===== config.mk =====
export PLATFORM = sky130hd
export DESIGN_NAME = ins_memory_loader
export DESIGN_NICKNAME = d
export VERILOG_FILES = /design/src/rtl/ins_memory_loader.sv
export SDC_FILE = /design/constraint.sdc
export NUM_CORES = 2
export LEC_CHECK = 0
export BUFFER_PORTS_ARGS = -buffer_cell sky130_fd_sc_hd__buf_2
export CELL_PAD_IN_SITES_DETAIL_PLACEMENT = 1
export CELL_PAD_IN_SITES_GLOBAL_PLACEMENT = 1
export CORE_MARGIN = 2
export CORE_UTILIZATION = 45
export CTS_BUF_LIST = sky130_fd_sc_hd__clkbuf_4 sky130_fd_sc_hd__clkbuf_8
export CTS_CLUSTER_DIAMETER = 40
export DETAILED_ROUTE_END_ITERATION = 16
export PLACE_DENSITY = 0.72
export SLEW_MARGIN = 20
export SYNTH_ARGS = -nofsm -noshare
export SYNTH_HDL_FRONTEND = slang
export SYNTH_SLANG_ARGS = --single-unit

===== constraint.sdc =====
create_clock -name clk -period 3.37 [get_ports clk]
set_input_delay 0 -clock clk [delete_from_list [all_inputs] [get_ports clk]]
set_output_delay 0 -clock clk [all_outputs]
set_load 0.05 [all_outputs]

===== src/rtl/ins_memory_loader.sv =====
// Instruction store with a checksummed byte-stream loader. The processor is
// held idle (cpu_run=0, ins_bus=0) until a load has been verified.
module ins_memory_loader #(
  parameter int unsigned ADDR_W = 8,
  parameter int unsigned DATA_W = 8,
  parameter int unsigned DEPTH  = 2 ** ADDR_W
) (
  input  logic              clk,
  input  logic              rst_n,
  input  logic [ADDR_W-1:0] ins_address,
  output logic [DATA_W-1:0] ins_bus,
  input  logic              ld_start,
  input  logic [ADDR_W-1:0] ld_len,
  input  logic [DATA_W-1:0] ld_data,
  input  logic              ld_valid,
  output logic              ld_ready,
  output logic              ld_done,
  output logic              ld_error,
  output logic              cpu_run
);

  // One extra bit so a full-depth load length is representable.
  localparam int unsigned LEN_W = ADDR_W + 1;

  typedef enum logic [2:0] {
    S_IDLE,
    S_LOAD,
    S_CSUM,
    S_RUN,
    S_ERROR
  } state_t;

  state_t            state;
  logic [LEN_W-1:0]  len;
  logic [LEN_W-1:0]  count;
  logic [DATA_W-1:0] sum;
  logic [DATA_W-1:0] mem [DEPTH];

  logic              xfer_c;
  logic              last_c;
  logic [DATA_W-1:0] sum_nxt_c;
  logic [LEN_W-1:0]  start_len_c;

  // Handshake, running checksum and length decode.
  assign xfer_c      = ld_valid & ld_ready;
  assign sum_nxt_c   = sum + ld_data;
  assign last_c      = (count == len - LEN_W'(1));
  assign start_len_c = (ld_len == '0) ? LEN_W'(DEPTH) : {1'b0, ld_len};

  // Load sequencer; all status outputs are registered here.
  always_ff @(posedge clk or negedge rst_n) begin
    if (!rst_n) begin
      state    <= S_IDLE;
      len      <= '0;
      count    <= '0;
      sum      <= '0;
      ld_ready <= 1'b0;
      ld_done  <= 1'b0;
      ld_error <= 1'b0;
      cpu_run  <= 1'b0;
    end else begin
      case (state)
        S_IDLE, S_RUN, S_ERROR: begin
          if (ld_start) begin
            state    <= S_LOAD;
            len      <= start_len_c;
            count    <= '0;
            sum      <= '0;
            ld_ready <= 1'b1;
            ld_done  <= 1'b0;
            ld_error <= 1'b0;
            cpu_run  <= 1'b0;
          end
        end
        S_LOAD: begin
          if (xfer_c) begin
            sum   <= sum_nxt_c;
            count <= count + LEN_W'(1);
            if (last_c) begin
              state <= S_CSUM;
            end
          end
        end
        S_CSUM: begin
          if (xfer_c) begin
            ld_ready <= 1'b0;
            if (sum_nxt_c == '0) begin
              state   <= S_RUN;
              ld_done <= 1'b1;
              cpu_run <= 1'b1;
            end else begin
              state    <= S_ERROR;
              ld_error <= 1'b1;
            end
          end
        end
        default: begin
          state    <= S_IDLE;
          ld_ready <= 1'b0;
          ld_done  <= 1'b0;
          ld_error <= 1'b0;
          cpu_run  <= 1'b0;
        end
      endcase
    end
  end

  // Program store write port; active only while the processor is held.
  always_ff @(posedge clk) begin
    if (state == S_LOAD && xfer_c) begin
      mem[count[ADDR_W-1:0]] <= ld_data;
    end
  end

  // Zero-latency instruction fetch, masked while not running.
  assign ins_bus = cpu_run ? mem[ins_address] : '0;

endmodule


==> results.md <==
| Quantity | Reported | Unit |
| --- | --- | --- |
| Drt pass-1 iters | 5 | - |
| GP Congestion | 0.8357 | - |
| Largest net degree at the start of global routing | 182 | - |
| Die height | 428.3 | um |
| Die Footprint | 0.1834 | sq mm |
| Hold crit path type | input port to async pin | - |
| Post-DR wirelength/cell | 32.27 | um |
| Run status | finished with violations | - |
| Setup repair after global routing missed its margin | yes | - |
| Count of buffers from port buffering | 39 | - |
| Cell internal pwr | 42.11 | mW |
| WL final | 229.4 | mm |
| DIE WIDTH | 428.3 | um |
| Clock tree skew after final layout | 100.7 | ps |
| Antenna violations before repair | 13 | - |
| First DRT Iteration DRCs | 5608 | - |
| Total power divided by cell area | 586.7 | mW/mm^2 |
| CP max-delay cell | mux4_2 | - |
| Share of power burned in the clock network | 39.4 | % |
| Library cell occupying the most area in the post-synthesis netlist | edfxtp_1 | - |
| Post-synthesis sequential area ratio | 76.90 | % |
| EDFF count, synth | 2048 | - |
| Type of the setup path with the least slack | register to primary output | - |
| Pin slew with the least headroom to its limit | 1044 | ps |
| Flip-flop and latch count after synthesis | 2080 | - |
| Number of top-level pins | 40 | - |
| Residual DRC count | 0 | - |
| Leading cell types by total area after synthesis | edfxtp_1 (76%), mux4_2 (14%), nor2_1 (1.5%), mux2i_1 (1.1%), o22ai_1 (1.1%) | - |
| Element type at the critical path end | primary output | - |
| Cts bufs inserted | 352 | - |
| Pre-CTS setup slack | 238.3 | ps |
| Max rail drop VDD | 518.3 | uV |
| Syn Inst Count | 3825 | - |
| Buf/Inv on CP | 1 | - |
| Deepest clock path buffer count | 4 | - |
| Violated checks | setup timing | - |
| Share of post-route cells with drive strength above 1 | 33.82 | % |
| Main flop type after synthesis | edfxtp_1 | - |
| Area growth from synthesis to layout | 16.54 | % |
| Maximum fanout along the worst path | 1 | - |
| Placed Instances | 6444 | - |
| Clock latency on the worst-skew pair | 1060 | ps |
| Global route overflow | 0 | - |
| Final Setup Violations | 4 | - |
| Arrival time reported for the critical path endpoint | 3390 | ps |
| Crit path cell chain | mux4_2 > mux2i_2 > a211oi_1 > nand4_1 > nand4_1 > buf_12 | - |
| Clock Pin Slew Worst Setup and Hold Paths | 60 | ps |
| GRT Resource Usage Total | 24.96 | % |
| Number of warnings issued by yosys | 0 | - |
| Static Leakage | 30.33 | nW |
| Cell area after placement | 0.08674 | sq mm |
| Delay of the slowest critical-path stage | 520 | ps |
| Post-detail-place hpwl | 143.8 | mm |
| Via count | 43.03k | - |
| Power consumption | 55.39 | mW |
| Count of filler cells inserted in the layout | 15.79k | - |
| Post-Syn Area per Cell | 21.18 | sq um |
| Switching fraction of total power | 23.98 | % |
| Number of distinct standard cells referenced by the synthesized netlist | 66 | - |
| Number of nets in the synthesized netlist | 3866 | - |
| Vias in the first global route | 45.71k | - |
| Top post-synthesis cells by count | edfxtp_1 (2048), mux4_2 (496), nor2_1 (321) | - |
| Yosys top cell area share | 75.92 | % |
| Netlist area before placement | 0.08101 | sq mm |
| Utilization after layout | 52.86 | % |
| Kind of cell adding the most delay to the critical path | multiplexers | - |
| Critical Path Source Type | register | - |
| Most repeated cell in the gate-level netlist after synthesis | edfxtp_1 | - |
| FP Rows | 155 | - |
| Slack of the critical path | -20.69 | ps |
| Post-layout min period | 3391 | ps |
| Final worst-path cycle share | 100.6 | % |
| Max H-tree Level | 5 | - |
| Sequential group share of total power | 52.2 | % |
| Average via count per standard cell | 6.054 | - |
| Core area | 0.1786 | sq mm |
| Final cell count without fillers | 7108 | - |
| Combinational Power Share | 8.3 | % |
| Worst-case headroom to the max-slew limit | 30.42 | % |
| Most common cell on crit path | nand4_1 | - |
| Starting utilization of the core area | 45.35 | % |
| Clock sink total | 2080 | - |
| Wire length of the first global-routing pass | 330.7 | mm |
| Max frequency | 294.9 | MHz |
| Number of violations of the max-capacitance limit | 0 | - |
| Net switching component of the power | 13.28 | mW |
| Final hold slack | 83.30 | ps |
| Sum of negative setup slack | -47.03 | ps |
| Worst EP required | 3370 | ps |
| Clock tree from TritonCTS | yes | - |
| Final number of hold-violating endpoints | 0 | - |
| Post-route design area | 0.09441 | sq mm |
| Count of antenna-violating nets left after detailed routing | 0 | - |
| Pins Over Slew Limit | 0 | - |
| Async S/R FF share, synth | 1.538 | % |
| Final-stage net count | 4545 | - |
| Clk Tree Root Cell | clkbuf_8 | - |
-- power by group through the flow --
stage                     Combinational (mW)  Clock [mW]  Sequential [mW]
final                                   4.61        21.8             28.9
after global routing                    4.88        23.1             29.0
after CTS                               4.58        22.1             28.9
after detailed placement                4.37           0             29.5
after global placement                  4.23           0             29.5
after floorplan                         2.46           0             29.4
-- registers in the layout, summed over array words and instances (netlist names) --
| name | flops |
|---|---|
| ld_ready | 1 |
| count | 9 |
| len | 9 |
| cpu_run | 1 |
| ld_error | 1 |
| state | 3 |
| sum | 8 |
| mem | 2048 |
-- tightest hold or removal path, delay by kind of cell --
| kind | cells | cell delay (ps) |
|---|---|---|
| buf+inv | 4 | 1420 |
-- path summary, 6_finish.rpt --
| kind | startpoint | to | slack [ps] | cells past startpoint |
|---|---|---|---|---|
| setup / recovery | mem[220][2] | ins_bus[2] | -20 | 6 |
| hold / removal | rst_n | len[1] | 80 | 4 |
| setup reg to reg | state[2] | mem[83][5] | 350 | 6 |
| hold reg to reg | sum[3] | sum[3] | 480 | 1 |
| max in group asynchronous | rst_n | cpu_run | 3060 | 4 |
| min in group clk | ld_data[7] | mem[92][7] | 80 | 3 |
-- routing by layer --
| metal | global-route usage [%] | share of wire (%) | wire length (um) | vias to the layer above |
|---|---|---|---|---|
| li1 | - | - | - | 17380 |
| met1 | 33.40 | 38 | 87440 | 22870 |
| met2 | 40.19 | 49 | 112200 | 2318 |
| met3 | 4.962 | 8.9 | 20340 | 460 |
| met4 | 10.53 | 4.1 | 9411 | 2 |
| met5 | 0 | 0.0052 | 12 | - |
-- layout by cell type (no fill, tap or decap), types with 24 or more instances in the layout --
cell type	instances
buf_12	43
dlygate4sd3_1	51
edfxtp_1	2048
clkinv_1	94
clkinv_2	39
nand4_1	24
nand2_1	66
nor4_1	26
buf_4	425
clkbuf_8	359
nor2_1	319
o22ai_1	114
o21ai_0	32
dfrtp_1	31
nand3_1	42
mux4_2	496
mux2i_1	75
clkbuf_4	77
-- what timing repair did --
item,CTS,global route
pin swaps,8,4
gates cloned,0,0
endpoints found under the setup margin,8,4
setup buffers,3,3
hold buffers,55,0
resized for setup,77,10
hold endpoints to repair,1705,0
-- logic make-up (layout without fill, tap and decap cells) --
kind of cell | after synthesis | after routing | share of synthesized area, %
other cells | 0 | 5 | 0
compound gates | 288 | 288 | 2.343
xor+xnor | 20 | 20 | 0.2162
buf+inv | 239 | 1162 | 1.853
simple gates | 584 | 584 | 3.361
flops | 2080 | 2080 | 76.90
fa+ha+maj | 13 | 13 | 0.2100
mux | 601 | 601 | 15.11
-- area by class of cell --
type	instances	area (sq um)	share of cell area (%)
multi-input combinational	1506	17670	18.71
antenna	5	12.51	0.01325
inverter	11	41.29	0.04373
clock buffer	436	5519	5.846
clock inverter	162	1069	1.132
tap	2355	2947	3.121
timing repair buffer	553	4857	5.145
sequential	2080	62300	65.99
Power figures use the tool's default switching activity.
